[config.mk]
export PLATFORM = sky130hd
export DESIGN_NAME = usb_rom_loader
export DESIGN_NICKNAME = d
export VERILOG_FILES = /design/src/rtl/usb_loader_pkg.sv /design/src/rtl/loader_shreg.sv /design/src/rtl/usb_rom_loader.sv
export SDC_FILE = /design/constraint.sdc
export NUM_CORES = 1
export LEC_CHECK = 0
export BUFFER_PORTS_ARGS = -buffer_cell sky130_fd_sc_hd__buf_4
export CORE_UTILIZATION = 55
export CTS_CLUSTER_SIZE = 30
export DETAILED_ROUTE_END_ITERATION = 8
export PLACE_DENSITY = 0.85
export SLEW_MARGIN = 40
export SYNTH_ARGS = -nofsm -noshare
export SYNTH_HDL_FRONTEND = slang
export SYNTH_SLANG_ARGS = --single-unit
[constraint.sdc]
create_clock -name i_clk -period 8.15 [get_ports i_clk]
set_clock_uncertainty 0.15 [all_clocks]
set_input_delay 0.4075 -clock i_clk [delete_from_list [all_inputs] [get_ports i_clk]]
set_output_delay 0.4075 -clock i_clk [all_outputs]
set_load 0.02 [all_outputs]
[src/rtl/usb_loader_pkg.sv]
// rtl/usb_loader_pkg.sv - shared command/response codes and FSM state type for usb_rom_loader
// Contents:
//   CMD_WR / CMD_RD / CMD_PING   host command bytes
//   RSP_ACK / RSP_NAK            single-byte responses
//   state_t                      frame engine states
package usb_loader_pkg;

  localparam logic [7:0] CMD_WR   = 8'h57;
  localparam logic [7:0] CMD_RD   = 8'h52;
  localparam logic [7:0] CMD_PING = 8'h50;

  localparam logic [7:0] RSP_ACK  = 8'h06;
  localparam logic [7:0] RSP_NAK  = 8'h15;

  typedef enum logic [2:0] {
    S_IDLE,
    S_ADDR,
    S_DATA,
    S_MEM,
    S_RESP
  } state_t;

endpackage

[src/rtl/loader_shreg.sv]
// rtl/loader_shreg.sv - 32-bit little-endian word assembler, one byte per load at a 2-bit index
// Ports:
//   i_clk, i_rst   clock, async active-high reset
//   i_clr          clear the whole word (wins over i_load)
//   i_load         write i_byte into byte lane i_idx
//   i_idx          byte lane 0..3 (lane 0 = bits 7:0)
//   i_byte         byte to store
//   o_q            assembled word
module loader_shreg (
  input  logic        i_clk,
  input  logic        i_rst,
  input  logic        i_clr,
  input  logic        i_load,
  input  logic [1:0]  i_idx,
  input  logic [7:0]  i_byte,
  output logic [31:0] o_q
);

  logic [31:0] r_q;

  always_ff @(posedge i_clk or posedge i_rst) begin
    if (i_rst) begin
      r_q <= '0;
    end else if (i_clr) begin
      r_q <= '0;
    end else if (i_load) begin
      r_q[{i_idx, 3'b000} +: 8] <= i_byte;
    end
  end

  assign o_q = r_q;

endmodule

[src/rtl/usb_rom_loader.sv]
// rtl/usb_rom_loader.sv - FT232H FIFO-side command engine for word write/read/ping frames
// Ports:
//   i_clk, i_rst                       clock, async active-high reset
//   i_rx_empty, o_rx_rd_en, i_rx_dout  RX FIFO (non-FWFT: data valid the cycle after the read strobe)
//   i_tx_full, o_tx_wr_en, o_tx_din    TX FIFO
//   o_mem_req, o_mem_we, o_mem_addr,
//   o_mem_wdata, i_mem_ack, i_mem_rdata  memory port, req held until single-cycle ack
//   o_busy                             high while a frame is in progress
module usb_rom_loader
  import usb_loader_pkg::*;
#(
  parameter int ADDR_W      = 32,
  parameter int TIMEOUT_CYC = 1_000_000
) (
  input  logic              i_clk,
  input  logic              i_rst,
  input  logic              i_rx_empty,
  output logic              o_rx_rd_en,
  input  logic [7:0]        i_rx_dout,
  input  logic              i_tx_full,
  output logic              o_tx_wr_en,
  output logic [7:0]        o_tx_din,
  output logic              o_mem_req,
  output logic              o_mem_we,
  output logic [ADDR_W-1:0] o_mem_addr,
  output logic [31:0]       o_mem_wdata,
  input  logic              i_mem_ack,
  input  logic [31:0]       i_mem_rdata,
  output logic              o_busy
);

  localparam int                TCNT_W    = $clog2(TIMEOUT_CYC) + 1;
  localparam logic [TCNT_W-1:0] TCNT_LAST = TCNT_W'(TIMEOUT_CYC - 1);

  state_t            r_state;
  state_t            w_state_next;
  logic              r_fetch_pend;
  logic              r_is_wr;
  logic              r_mem_req;
  logic              r_mem_we;
  logic [1:0]        r_idx;
  logic [1:0]        r_rsp_last;
  logic [TCNT_W-1:0] r_tcnt;
  logic [31:0]       r_rsp;

  logic [31:0]       w_addr_q;
  logic [31:0]       w_data_q;
  logic              w_cap;
  logic              w_in_field;
  logic              w_timeout;
  logic              w_tx_acc;
  logic              w_state_chg;
  logic              w_cmd_rw;
  logic              w_shreg_clr;
  logic              w_addr_ld;
  logic              w_data_ld;

  // A read strobe issued last cycle means the FIFO presents its byte now.
  assign w_cap       = r_fetch_pend;
  assign w_in_field  = (r_state == S_ADDR) || (r_state == S_DATA);
  // Expiry is suppressed on a capture cycle, so a byte arriving in time always counts.
  assign w_timeout   = w_in_field && !w_cap && (r_tcnt == TCNT_LAST);
  assign w_tx_acc    = (r_state == S_RESP) && !i_tx_full;
  assign w_cmd_rw    = (i_rx_dout == CMD_WR) || (i_rx_dout == CMD_RD);
  assign w_state_chg = (w_state_next != r_state);

  // Timeout wins over a freshly arrived byte: it stays in the FIFO for the next command.
  // Reset gates the strobe combinationally so it drops the instant rst rises.
  assign o_rx_rd_en  = !i_rst && ((r_state == S_IDLE) || w_in_field) && !i_rx_empty
                       && !r_fetch_pend && !w_timeout;
  assign o_tx_wr_en  = w_tx_acc;
  assign o_tx_din    = (r_state == S_RESP) ? r_rsp[{r_idx, 3'b000} +: 8] : 8'h00;
  assign o_mem_req   = r_mem_req;
  assign o_mem_we    = r_mem_we;
  assign o_mem_addr  = w_addr_q[ADDR_W-1:0];
  assign o_mem_wdata = w_data_q;
  assign o_busy      = (r_state != S_IDLE);

  loader_shreg u_addr (
    .i_clk  (i_clk),
    .i_rst  (i_rst),
    .i_clr  (w_shreg_clr),
    .i_load (w_addr_ld),
    .i_idx  (r_idx),
    .i_byte (i_rx_dout),
    .o_q    (w_addr_q)
  );

  loader_shreg u_wdata (
    .i_clk  (i_clk),
    .i_rst  (i_rst),
    .i_clr  (w_shreg_clr),
    .i_load (w_data_ld),
    .i_idx  (r_idx),
    .i_byte (i_rx_dout),
    .o_q    (w_data_q)
  );

  always_comb begin
    w_state_next = r_state;
    w_shreg_clr  = 1'b0;
    w_addr_ld    = 1'b0;
    w_data_ld    = 1'b0;
    case (r_state)
      S_IDLE: begin
        if (w_cap) begin
          if (w_cmd_rw) begin
            w_state_next = S_ADDR;
            w_shreg_clr  = 1'b1;
          end else begin
            w_state_next = S_RESP;
          end
        end
      end
      S_ADDR: begin
        if (w_timeout) begin
          w_state_next = S_IDLE;
          w_shreg_clr  = 1'b1;
        end else if (w_cap) begin
          w_addr_ld = 1'b1;
          if (r_idx == 2'd3) begin
            w_state_next = r_is_wr ? S_DATA : S_MEM;
          end
        end
      end
      S_DATA: begin
        if (w_timeout) begin
          w_state_next = S_IDLE;
          w_shreg_clr  = 1'b1;
        end else if (w_cap) begin
          w_data_ld = 1'b1;
          if (r_idx == 2'd3) begin
            w_state_next = S_MEM;
          end
        end
      end
      S_MEM: begin
        if (i_mem_ack) begin
          w_state_next = S_RESP;
        end
      end
      S_RESP: begin
        if (w_tx_acc && (r_idx == r_rsp_last)) begin
          w_state_next = S_IDLE;
        end
      end
      default: w_state_next = S_IDLE;
    endcase
  end

  always_ff @(posedge i_clk or posedge i_rst) begin
    if (i_rst) begin
      r_state      <= S_IDLE;
      r_fetch_pend <= 1'b0;
      r_is_wr      <= 1'b0;
      r_mem_req    <= 1'b0;
      r_mem_we     <= 1'b0;
      r_idx        <= 2'd0;
      r_rsp_last   <= 2'd0;
      r_tcnt       <= '0;
      r_rsp        <= '0;
    end else begin
      r_state      <= w_state_next;
      r_fetch_pend <= o_rx_rd_en;

      // Byte index: shift position while assembling, byte select while responding.
      if (w_state_chg) begin
        r_idx <= 2'd0;
      end else if ((w_in_field && w_cap) || w_tx_acc) begin
        r_idx <= r_idx + 2'd1;
      end

      if (!w_in_field || w_cap || w_state_chg) begin
        r_tcnt <= '0;
      end else begin
        r_tcnt <= r_tcnt + 1'b1;
      end

      // Ping/NAK responses are known at command capture; W/R overwrite this at ack.
      if ((r_state == S_IDLE) && w_cap) begin
        r_is_wr    <= (i_rx_dout == CMD_WR);
        r_rsp      <= {24'h0, (i_rx_dout == CMD_PING) ? CMD_PING : RSP_NAK};
        r_rsp_last <= 2'd0;
      end

      if ((r_state == S_MEM) && i_mem_ack) begin
        r_rsp      <= r_is_wr ? {24'h0, RSP_ACK} : i_mem_rdata;
        r_rsp_last <= r_is_wr ? 2'd0 : 2'd3;
      end

      if ((w_state_next == S_MEM) && (r_state != S_MEM)) begin
        r_mem_req <= 1'b1;
        r_mem_we  <= r_is_wr;
      end else if ((r_state == S_MEM) && i_mem_ack) begin
        r_mem_req <= 1'b0;
      end
    end
  end

endmodule

# [Yosys cells after proc, flatten, opt, wreduce, memory -nomap -nowiden]
# Cells that the tools add are included.
[word_totals] ff_bits=128 in_bits=45 word_cells=101
[op_classes] addsub=3 n_eq_ne=13 shifts=3 n_mux=39 n_reduce_logical=32
[op_table] operator="32-bit 2-to-1 mux" n=7
[op_table] operator="32-bit bitwise mux" n=2
[op_table] operator="8-bit by 7-bit variable shift with 32-bit output (first input constant)" n=1
[op_table] operator="32-bit by 6-bit variable part select with 8-bit output" n=1
[op_table] operator="8-bit by 7-bit variable part select with 32-bit output" n=1
[op_table] operator="3-bit 2-to-1 mux" n=10
[op_table] operator="8-bit by 7-bit equality test with 1-bit output (second input constant)" n=3
[op_table] operator="21-bit by 1-bit adder with 21-bit output (second input constant)" n=1
[op_table] operator="21-bit by 20-bit equality test with 1-bit output (second input constant)" n=1
[op_table] operator="21-bit 2-to-1 mux" n=1
[op_table] operator="3-bit case mux with 5 select lines" n=1
[op_table] operator="1-bit logical AND" n=12
[op_table] operator="1-bit 2-to-1 mux" n=10
[op_table] operator="2-bit 2-to-1 mux" n=5
[op_table] operator="2-bit nonzero test" n=5
[op_table] operator="3-bit by 2-bit equality test with 1-bit output (second input constant)" n=3
[op_table] operator="8-bit 2-to-1 mux" n=1
[op_table] operator="7-bit 2-to-1 mux" n=1
[op_table] operator="5-bit negation with 7-bit output" n=1
[op_table] operator="1-bit logical NOT" n=6
[op_table] operator="1-bit logical OR" n=6
[op_table] operator="3-bit by 1-bit equality test with 1-bit output (second input constant)" n=1
[op_table] operator="3-bit equality test (second input constant)" n=1
[op_table] operator="3-bit logical NOT" n=1
[op_table] operator="8 further kinds" n=8

# [Logic depth before layout (Yosys ltp)]
# Gate-level depths: netlist of run 1.
[depth] depth_word=9 mapped_depth=9 mapped_depth_nobuf=7

# [Cells and area by module]
# From an unflattened synthesis of run 1, not the netlist that was laid out.
[hier_totals] hier_cells=536 hier_area_um2=6178.4
[by_module_without_submodules] mod="usb_rom_loader" n_inst=1 cells_per_inst=304 area_per_inst_um2=3228.1 seq_area_each_um2=1576.5
[by_module_without_submodules] mod="loader_shreg (u_addr)" n_inst=1 cells_per_inst=117 area_per_inst_um2=1480.2 seq_area_each_um2=800.8
[by_module_without_submodules] mod="loader_shreg (u_wdata)" n_inst=1 cells_per_inst=115 area_per_inst_um2=1470.2 seq_area_each_um2=800.8

# [Worst setup path before layout of run 1]
# No wires, ideal clock.
[synth_timing] path_type="reg-to-output" from="register r_tcnt[0]" to="output port o_rx_rd_en" arrival_time_ns=1.699 required_time_ns=7.593 slack_ns=5.894 stages_incl_launch_ff=6 path_cell_list="dfrtp_1 ha_1 nand2_1 or2_1 or4_4 and4_1"
[synth_between] elab_chain_len=4
[synth_rtl] element="from (decl)" line_no="usb_rom_loader.sv:43" rtl="logic [TCNT_W-1:0] r_tcnt;"
[synth_rtl] element="from (signal assigned)" line_no="usb_rom_loader.sv:176" rtl="r_tcnt <= r_tcnt + 1'b1;"
[synth_rtl] element="21-bit by 20-bit equality test with 1-bit output" line_no="usb_rom_loader.sv:62" rtl="assign w_timeout = w_in_field && !w_cap && (r_tcnt == TCNT_LAST);"
[synth_rtl] element="1-bit logical AND" line_no="usb_rom_loader.sv:62"
[synth_rtl] element="1-bit logical NOT" line_no="usb_rom_loader.sv:70" rtl="&& !r_fetch_pend && !w_timeout;"
[synth_rtl] element="1-bit logical AND" line_no="usb_rom_loader.sv:70"
[synth_rtl] element="to (decl)" line_no="usb_rom_loader.sv:18" rtl="output logic o_rx_rd_en,"
# No other way between the ends.

# [Worst setup path after layout of run 1]
[layout_timing] from="register r_state[1]" to="output port o_rx_rd_en"
[layout_between] elab_chain_len=7 elab_cells_between_ends=12 classes_between="eq/ne: 2; reduce/logical: 10"
[layout_rtl] element="from (decl)" line_no="usb_rom_loader.sv:35" rtl="state_t r_state;"
[layout_rtl] element="from (signal assigned)" line_no="usb_rom_loader.sv:163" rtl="r_state <= w_state_next;"
[layout_rtl] element="3-bit by 1-bit equality test with 1-bit output / 3-bit by 2-bit equality test with 1-bit output (equally long branches)" line_no="usb_rom_loader.sv:60" rtl="assign w_in_field = (r_state == S_ADDR) || (r_state == S_DATA);"
[layout_rtl] element="1-bit logical OR" line_no="usb_rom_loader.sv:60"
[layout_rtl] element="1-bit logical OR" line_no="usb_rom_loader.sv:69" rtl="assign o_rx_rd_en = !i_rst && ((r_state == S_IDLE) || w_in_field) && !i_rx_empty"
[layout_rtl] element="1-bit logical AND (2 in a row)" line_no="usb_rom_loader.sv:69"
[layout_rtl] element="1-bit logical AND" line_no="usb_rom_loader.sv:70"
[layout_rtl] element="1-bit logical AND (*)" line_no="usb_rom_loader.sv:70"
# Mark *: on every way between the ends. The rest lies on a longest branch, timed or not.

==> flow_summary.yaml, run 1 <==
floorplanning:
  io_pins: 122
  die_x_microns: 106
  placementRows: 37
  start_util: 0.571
  core_sq_um: 10400
  die-area_sq_um: 11200
  die_height_microns: 106
synth:
  ys_seq_area_frac: 0.537
  yosysWarnings: 0
  synth.avg_cell_area_sq_um: 9.80
  yosys-top-cells-area: "dfrtp_1 (54%), nor2_1 (6.2%), a21oi_1 (4.9%), nand2_1 (4.4%), a22o_1 (4.0%)"
  synth_edf_count: 0
  ys.flop_type: "dfrtp_1"
  synth.net_count: 656
  syn-instance-count: 604
  yosys.area.top_type: "dfrtp_1"
  ys_ff_latch: 127
  async_reset_ff_frac: 1.00
  synth_top_cell_area_share: 0.537
  yosysUniqueCellTypes: 44
  synth_area_sq_um: 5920
sta:
  maxSlewHeadroom: 0.456
  finalSetupViolCount: 0
  post-route-period-util: 0.381
  worst_pin_slew_ns: 0.804
  rsz0062_at_grt: "no"
  period_needed_ns: 3.11
  finalHoldViolations: 0
  final.setup.tns_ns: 0
  drv_slew: 0
  fmaxAchievable_mhz: 322
routing:
  remaining_drc_errors: 0
  wl_per_cell_microns: 17.5
  drt_iter0_drc: 415
  via_per_inst: 5.94
  wirelength_mm: 15.6
  vias: 5275
  dr.pass1.iters: 5
  postRouteAntennaNets: 0
setup_path:
  critPathRequiredTime_ns: 7.59
  rrSetupSlack_ns: 5.28
  crit_start: "r_state[1]"
  crit_end: "o_rx_rd_en"
  cp.arrival_ns: 2.55
  critPathMaxFanout: 16
  crit_path_cell_trace: "xor2_1, nand3_1, or4_4, and4_1, buf_4"
  crit_path_top_delay_cell: "dfrtp_1"
  r2r_cells: 7
  endpoint_kind: "output pin"
  worstReg2RegEnd: "u_addr.o_q[1]"
  max_stage_delay_ns: 0.67
  crit_type: "flop to output pin"
  r2r-start: "r_idx[1]"
  critPathLaunchType: "flop"
layout:
  final_cell_mix: "dfrtp_1 (126), buf_4 (121), nor2_1 (96), nand2_1 (69), a21oi_1 (58)"
  finalInstanceArea_sq_um: 7720
  multi_input_area_sq_um: 2560
  antenna_cells: 0
  drive_gt1_frac: 0.230
  register_area_sq_um: 3180
  syn_to_final_growth_pct: 30.5
  layout_commonest_cell: "dfrtp_1"
  final_nets: 792
  fillers: 697
  stdcell_count: 888
run:
  drv_cap: 0
global_route:
  grt_pass1_vias: 5082
  grt_max_degree: 95
  grt_usage: 0.294
  grt_pass1_wl_mm: 25.5
  grt.overflow.total: 0
  antenna_found_initial: 0
place:
  gp_congestion: 0.877
  placed_area_sq_um: 6870
  dp.cells: 829
  place_hpwl_mm: 10.2
  place.port_buffers: 121
cts:
  cts_resized: 0
  clk_path_buf_depth: 2
  cts_buffers: 17
  worst_setup_hold_path_clk_slew_ns: 0.06
  cts.sinks: 127
  htree_num_levels: 4
  clk_latency_ns: 0.52
  cts_tree: "yes"
  root_buffer: "clkbuf_8"
run_status:
  status: "finished clean"
hold_path:
  hold_path_class: "input port to flop"
power_and_ir_drop:
  peakVddDrop_uv: 128
  power_density_nw_per_um2: 227
  p_leak_uw: 0.00360
-- timing repair --
item / CTS / global route
hold buffers: 28 / 0
endpoints found under the hold margin: 60 / 0
setup buffers: 0 / 0
-- flip-flops by register name, indices dropped and copies added, names as in the netlist --
register	flops
r_fetch_pend	1
r_tcnt	21
r_idx	2
r_is_wr	1
r_state	3
o_mem_we	1
r_rsp_last	1
o_mem_req	1
r_rsp	32
u_addr.o_q	32
u_wdata.o_q	32
-- area by class of cell --
class                           instances  area share
Sequential cell                       127       0.412
Multi-Input combinational cell        435       0.332
Timing Repair Buffer                  151       0.157
Clock buffer                           21      0.0582
Tap cell                              136      0.0220
Clock inverter                         10      0.0147
Inverter                                8     0.00421
-- synthesized netlist by cell type, types with 11 or more instances --
master / instances
dfrtp_1: 127
a21oi_1: 58
clkbuf_1: 20
nor3_1: 23
o22ai_1: 19
nor2_1: 97
xor2_1: 15
nand3_1: 30
nand2b_1: 11
nand2_1: 69
a22o_1: 27
-- cells by family (layout without fill, tap and decap cells) --
group,after synthesis,in the layout,share of synthesized area
simple gates,277,277,0.221
flops,127,127,0.537
compound gates,120,120,0.126
buf+inv,42,190,0.0357
xor+xnor,22,22,0.0326
mux,9,9,0.0321
fa+ha+maj,7,7,0.0148
-- where the power goes --
group | leakage, uW | switching [uW] | internal (uW) | total, uW
logic | 0.00161 | 190 | 139 | 328
registers | 0.00171 | 47.6 | 664 | 711
clock network | 0.000266 | 269 | 448 | 717
total | 0.00360 | 506 | 1250 | 1760
-- critical path, delay by kind of cell (launching register included) --
kind	cells	cell delay, ns
buf+inv	1	0.16
xor+xnor	1	0.36
flops	1	0.67
simple gates	3	0.84
-- worst min-delay path by stage --
stage | startpoint | end | depth (start not counted)
after floorplan | r_rsp[2] | r_rsp[2] | 2
after global placement | i_rst | r_tcnt[10] | 2
after detailed placement | i_rst | r_tcnt[11] | 2
after CTS | i_mem_rdata[2] | r_rsp[2] | 3
after global routing | i_mem_rdata[2] | r_rsp[2] | 3
final | i_mem_rdata[2] | r_rsp[2] | 3
-- stage by stage --
stage	util	setup WS (ns)	hold WS, ns	power, uW
2_1_floorplan	-	4.21	0.295	910
3_3_place_gp	0.660	4.91	0.287	1020
3_5_place_dp	0.663	4.99	0.300	1030
4_1_cts	0.744	4.99	0.0287	1760
5_1_grt	0.745	4.95	0.0411	1820
6_report	0.745	5.04	0.0349	1760
-- routing by layer --
metal / track usage / up-vias / wire (microns)
met5: 0 / - / 0
met4: 0.109 / 0 / 320
met3: 0.0600 / 36 / 1160
met2: 0.470 / 261 / 7610
met1: 0.399 / 2595 / 6470
li1: - / 2383 / -
(Power assumes the default switching activity.)
==> inputs of run 2 (changes only) <==
==> constraint.sdc (replaced) <==
create_clock -name i_clk -period 3.2 [get_ports i_clk]
set_clock_uncertainty 0.15 [all_clocks]
set_input_delay 0.16 -clock i_clk [delete_from_list [all_inputs] [get_ports i_clk]]
set_output_delay 0.16 -clock i_clk [all_outputs]
set_load 0.02 [all_outputs]
==> flow_summary.yaml, run 2 (same netlist as run 1, synthesis figures left out) <==
sta:
  fmaxAchievable_mhz: 344
  final.setup.tns_ns: 0
  rsz0062_at_grt: "no"
  maxSlewHeadroom: 0.522
  period_needed_ns: 2.91
  worst_pin_slew_ns: 0.716
  finalSetupViolCount: 0
  drv_slew: 0
  finalHoldViolations: 0
  post-route-period-util: 0.909
power_and_ir_drop:
  clkPwrFrac: 0.426
  seq_power_share: 0.376
  power_density_nw_per_um2: 584
  pwr-share-comb: 0.198
  switching_share: 0.279
  internal_power_uw: 3380
  p_switching_uw: 1310
  p_leak_uw: 0.00374
  peakVddDrop_uv: 361
layout:
  finalInstanceArea_sq_um: 8040
  register_area_sq_um: 3180
  syn_to_final_growth_pct: 35.8
  fillers: 668
  final_nets: 818
  utilization: 0.775
  multi_input_area_sq_um: 2550
  antenna_cells: 0
  final_cell_mix: "dfrtp_1 (127), buf_4 (126), nor2_1 (96), nand2_1 (69), a21oi_1 (58)"
  drive_gt1_frac: 0.226
  layout_commonest_cell: "dfrtp_1"
cts:
  cts_buffers: 17
  worst_setup_hold_path_clk_slew_ns: 0.06
  clk_path_buf_depth: 2
  htree_num_levels: 4
  root_buffer: "clkbuf_8"
  cts_tree: "yes"
  cts_resized: 0
  cts.sinks: 127
  clk_latency_ns: 0.53
floorplanning:
  die-area_sq_um: 11200
  core_sq_um: 10400
  start_util: 0.571
  die_x_microns: 106
  io_pins: 122
  placementRows: 37
  die_height_microns: 106
setup_path:
  r2r-start: "r_tcnt[10]"
  crit_path_cell_trace: "nor4_1, nand2_1, or4_4, and4_1, buf_4"
  critPathLaunchType: "flop"
  cp.arrival_ns: 2.60
  crit_type: "flop to output pin"
  worstReg2RegEnd: "r_state[0]"
  r2r_cells: 6
  critPathRequiredTime_ns: 2.89
  critPathBufInv: 1
  crit_path_top_delay_cell: "or4_4"
  path_delay_family: "simple AND/OR/NAND/NOR gates"
  rrSetupSlack_ns: 0.36
  endpoint_kind: "output pin"
  max_stage_delay_ns: 0.61
  critPathMaxFanout: 6
place:
  place_hpwl_mm: 10.5
  place.port_buffers: 121
  gp_congestion: 0.922
  placed_area_sq_um: 6940
global_route:
  grt_pass1_wl_mm: 26.5
  grt_pass1_vias: 5302
  grt.overflow.total: 0
  grt_usage: 0.309
  grt_max_degree: 65
  antenna_found_initial: 0
hold_path:
  hold_path_class: "input port to asynchronous set/reset pin"
routing:
  postRouteAntennaNets: 0
  wirelength_mm: 16.6
  remaining_drc_errors: 0
  drt_iter0_drc: 393
  wl_per_cell_microns: 18.1
  dr.pass1.iters: 5
  via_per_inst: 5.91
  vias: 5407
run_status:
  status: "finished clean"
run:
  drv_cap: 0
-- run 2: cell count changes in the layout (fill, tap and decap cells not counted), moves of 2 or more --
cell and change:
dlygate4sd3_1 +20, buf_4 +5, buf_12 +3, bufinv_16 +2, clkbuf_1 +2, clkinv_2 -2
-- run 2: routing by layer --
metal | share of wire | global-route usage | vias to the layer above
met5 | 0 | 0 | -
met4 | 0.022 | 0.106 | 0
met3 | 0.070 | 0.0693 | 45
met2 | 0.51 | 0.522 | 300
met1 | 0.40 | 0.394 | 2620
li1 | - | - | 2442
-- run 2: worst reg2reg max path, stage by stage, from the launching register on --
cell           delay [ns]
dfrtp_1              0.44
nor4_1               0.45
nand2_1              0.16
or4_4                0.61
a22oi_1              0.21
o22ai_1              0.12
dlygate4sd3_1        0.58
-- run 2: area by class of cell --
type | count | share of cell area
flip-flops and latches | 127 | 0.395
multi-input cells | 435 | 0.318
repair buffers | 177 | 0.185
clock buffers | 23 | 0.0568
well taps | 136 | 0.0212
clock inverters | 9 | 0.0196
inverters | 8 | 0.00420
-- run 2: through the flow --
stage               setup WS, ns  power, uW  hold WS (ns)  cells
CTS                        0.309       4690        0.0866    915
detailed placement         0.788       2660        0.0850    835
finish                     0.291       4690        0.0932    915
global placement           0.825       2630         0.227    834
floorplan                  0.973       2320         0.143    604
global route               0.191       4850         0.134    915
-- run 2: how the worst max path moves through the flow --
stage	from	endpoint	cells past startpoint
floorplan	r_idx[1]	u_addr.o_q[0]	9
CTS	r_tcnt[10]	o_rx_rd_en	5
global placement	r_state[2]	r_rsp[31]	4
finish	r_tcnt[10]	o_rx_rd_en	5
detailed placement	r_state[1]	r_rsp[22]	4
global route	r_state[1]	r_is_wr	6
-- run 2: repair_timing --
item	in CTS	in global routing
endpoints found under the hold margin	183	0
hold buffers	48	0
buffers inserted	0	0
-- run 2: power groups by stage --
stage          clock, uW  combinational (uW)  sequential [uW]
4_1_cts             2010                 919             1760
5_1_grt             2080                1000             1770
3_5_place_dp           0                 867             1790
2_1_floorplan          0                 496             1820
3_3_place_gp           0                 844             1780
6_report            2000                 929             1770
==> inputs of run 3 (changes only) <==
--- a/config.mk
+++ b/config.mk
@@ -13,4 +13,5 @@
 export SLEW_MARGIN = 40
 export SYNTH_ARGS = -nofsm -noshare
 export SYNTH_HDL_FRONTEND = slang
+export SYNTH_HIERARCHICAL = 1
 export SYNTH_SLANG_ARGS = --single-unit
==> flow_summary.yaml, run 3 <==
run_status:
  status: "finished clean"
synth:
  synth.avg_cell_area_sq_um: 11.5
  yosysMostFrequentCell: "dfrtp_1"
  async_reset_ff_frac: 1.00
  ys_ff_latch: 127
  synth_top_cell_area_share: 0.514
  synth.net_count: 593
  synthTopCellsByCount: "dfrtp_1 (127), a32o_1 (47), nand2_1 (33)"
  ys.flop_type: "dfrtp_1"
  synth_edf_count: 0
  ys_seq_area_frac: 0.514
  yosys-top-cells-area: "dfrtp_1 (51%), a32o_1 (7.6%), o32ai_2 (4.2%), a22o_1 (4.0%), mux4_2 (2.9%)"
  synth_area_sq_um: 6180
  yosys.area.top_type: "dfrtp_1"
  syn-instance-count: 536
  yosysWarnings: 6
  yosysUniqueCellTypes: 56
setup_path:
  endpoint_kind: "flop"
  critPathLaunchType: "flop"
  cp.arrival_ns: 3.18
  critPathMaxFanout: 12
  rrSetupSlack_ns: 0.25
  crit_type: "flop to flop"
  critPathRequiredTime_ns: 3.43
cts:
  root_buffer: "clkbuf_8"
  clk_latency_ns: 0.53
  cts_tree: "yes"
  cts_setup_buffers: 0
  worst_setup_hold_path_clk_slew_ns: 0.06
  clk_path_buf_depth: 2
  htree_num_levels: 4
  cts.sinks: 127
  cts_resized: 0
  cts_hold_buffers: 45
  cts_buffers: 17
hold_path:
  hold_path_class: "input port to asynchronous set/reset pin"
routing:
  wl_per_cell_microns: 19.3
  via_per_inst: 6.11
  postRouteAntennaNets: 0
  drt_iter0_drc: 467
  wirelength_mm: 16.5
  vias: 5214
  dr.pass1.iters: 5
  remaining_drc_errors: 0
sta:
  final.setup.tns_ns: 0
  finalSetupViolCount: 0
  period_needed_ns: 2.95
  maxSlewHeadroom: 0.545
  rsz0062_at_grt: "no"
  finalHoldViolations: 0
  worst_pin_slew_ns: 0.682
  timing.hold.ws_ns: 0.147
  fmaxAchievable_mhz: 339
  post-route-period-util: 0.923
  drv_slew: 0
place:
  place_hpwl_mm: 10.4
  placed_area_sq_um: 7220
  gp_congestion: 0.876
  place.port_buffers: 121
global_route:
  grt_max_degree: 34
  antenna_found_initial: 0
  grt_usage: 0.298
  grt_pass1_wl_mm: 26.3
  grt.overflow.total: 0
  grt_pass1_vias: 5179
power_and_ir_drop:
  peakVddDrop_uv: 439
  report.power.total_uw: 6100
  p_leak_uw: 0.00383
  power_density_nw_per_um2: 736
floorplanning:
  die_height_microns: 108
  start_util: 0.567
  core_sq_um: 10900
  placementRows: 38
  io_pins: 122
  die-area_sq_um: 11700
  die_x_microns: 108
run:
  drv_cap: 0
layout:
  finalInstanceArea_sq_um: 8290
  layout_commonest_cell: "buf_4"
  final_cell_mix: "buf_4 (138), dfrtp_1 (127), a32o_1 (47), dlygate4sd3_1 (45), nand2_1 (33)"
  syn_to_final_growth_pct: 34.2
  drive_gt1_frac: 0.288
  antenna_cells: 0
  final_nets: 758
[run 3: changes by cell type in the layout (fill, tap and decap cells not counted), moves of 16 or more]
cell and change:
nor2_1 -65, o22ai_1 -18, inv_1 +20, nand2_1 -36, a32o_1 +47, o32ai_2 +16
a21oi_1 -43, nand3_1 -21
[run 3: cell families after synthesis]
kind of cell	share of synthesized area
compound gates	0.200
xor+xnor	0.0298
fa+ha+maj	0.0243
buf+inv	0.0500
flops	0.514
mux	0.0332
simple gates	0.148
[run 3: worst paths after layout]
kind | start | end | cells after the start
setup / recovery | r_state[1] | u_addr/o_q[29] | 7
hold / removal | i_rst | r_tcnt[19] | 3
setup reg to reg | r_state[1] | u_addr/o_q[29] | 7
hold reg to reg | u_addr/o_q[22] | u_addr/o_q[22] | 1
max in group asynchronous | i_rst | r_rsp[17] | 4
min in group i_clk | i_tx_full | r_idx[0] | 6
[run 3: cell type report]
class / count / area (sq um)
clock buffers: 21 / 459
clock inverters: 10 / 159
fillers: 681 / 2590
inverters: 29 / 109
multi-input cells: 342 / 2720
flip-flops and latches: 127 / 3180
well taps: 140 / 175
repair buffers: 184 / 1500
[run 3: through the flow]
step / cells / setup slack [ns] / util
detailed placement: 776 / 0.278 / 0.663
floorplan: 536 / 0.582 / -
finish: 853 / 0.247 / 0.762
global placement: 775 / 0.278 / 0.661
CTS: 852 / 0.275 / 0.761
global route: 853 / 0.114 / 0.762
[run 3: where the power goes]
| group | internal (uW) | switching [uW] |
|---|---|---|
| Clock | 1320 | 692 |
| Combinational | 868 | 1000 |
| Sequential | 1970 | 253 |
[run 3: routing by layer]
layer	wire length [microns]	up-vias	global-route usage
li1	-	2327	-
met1	6940	2616	0.390
met2	8300	243	0.487
met3	971	28	0.0675
met4	258	0	0.111
met5	0	-	0
[run 3: critical path, stage by stage (launching register included)]
cell      delay [ns]
dfrtp_1         0.42
nand2b_1        0.31
a211o_1         0.36
or4_4           0.46
nand2_1         0.40
buf_4           0.21
a21o_1          0.34
o32ai_2         0.16
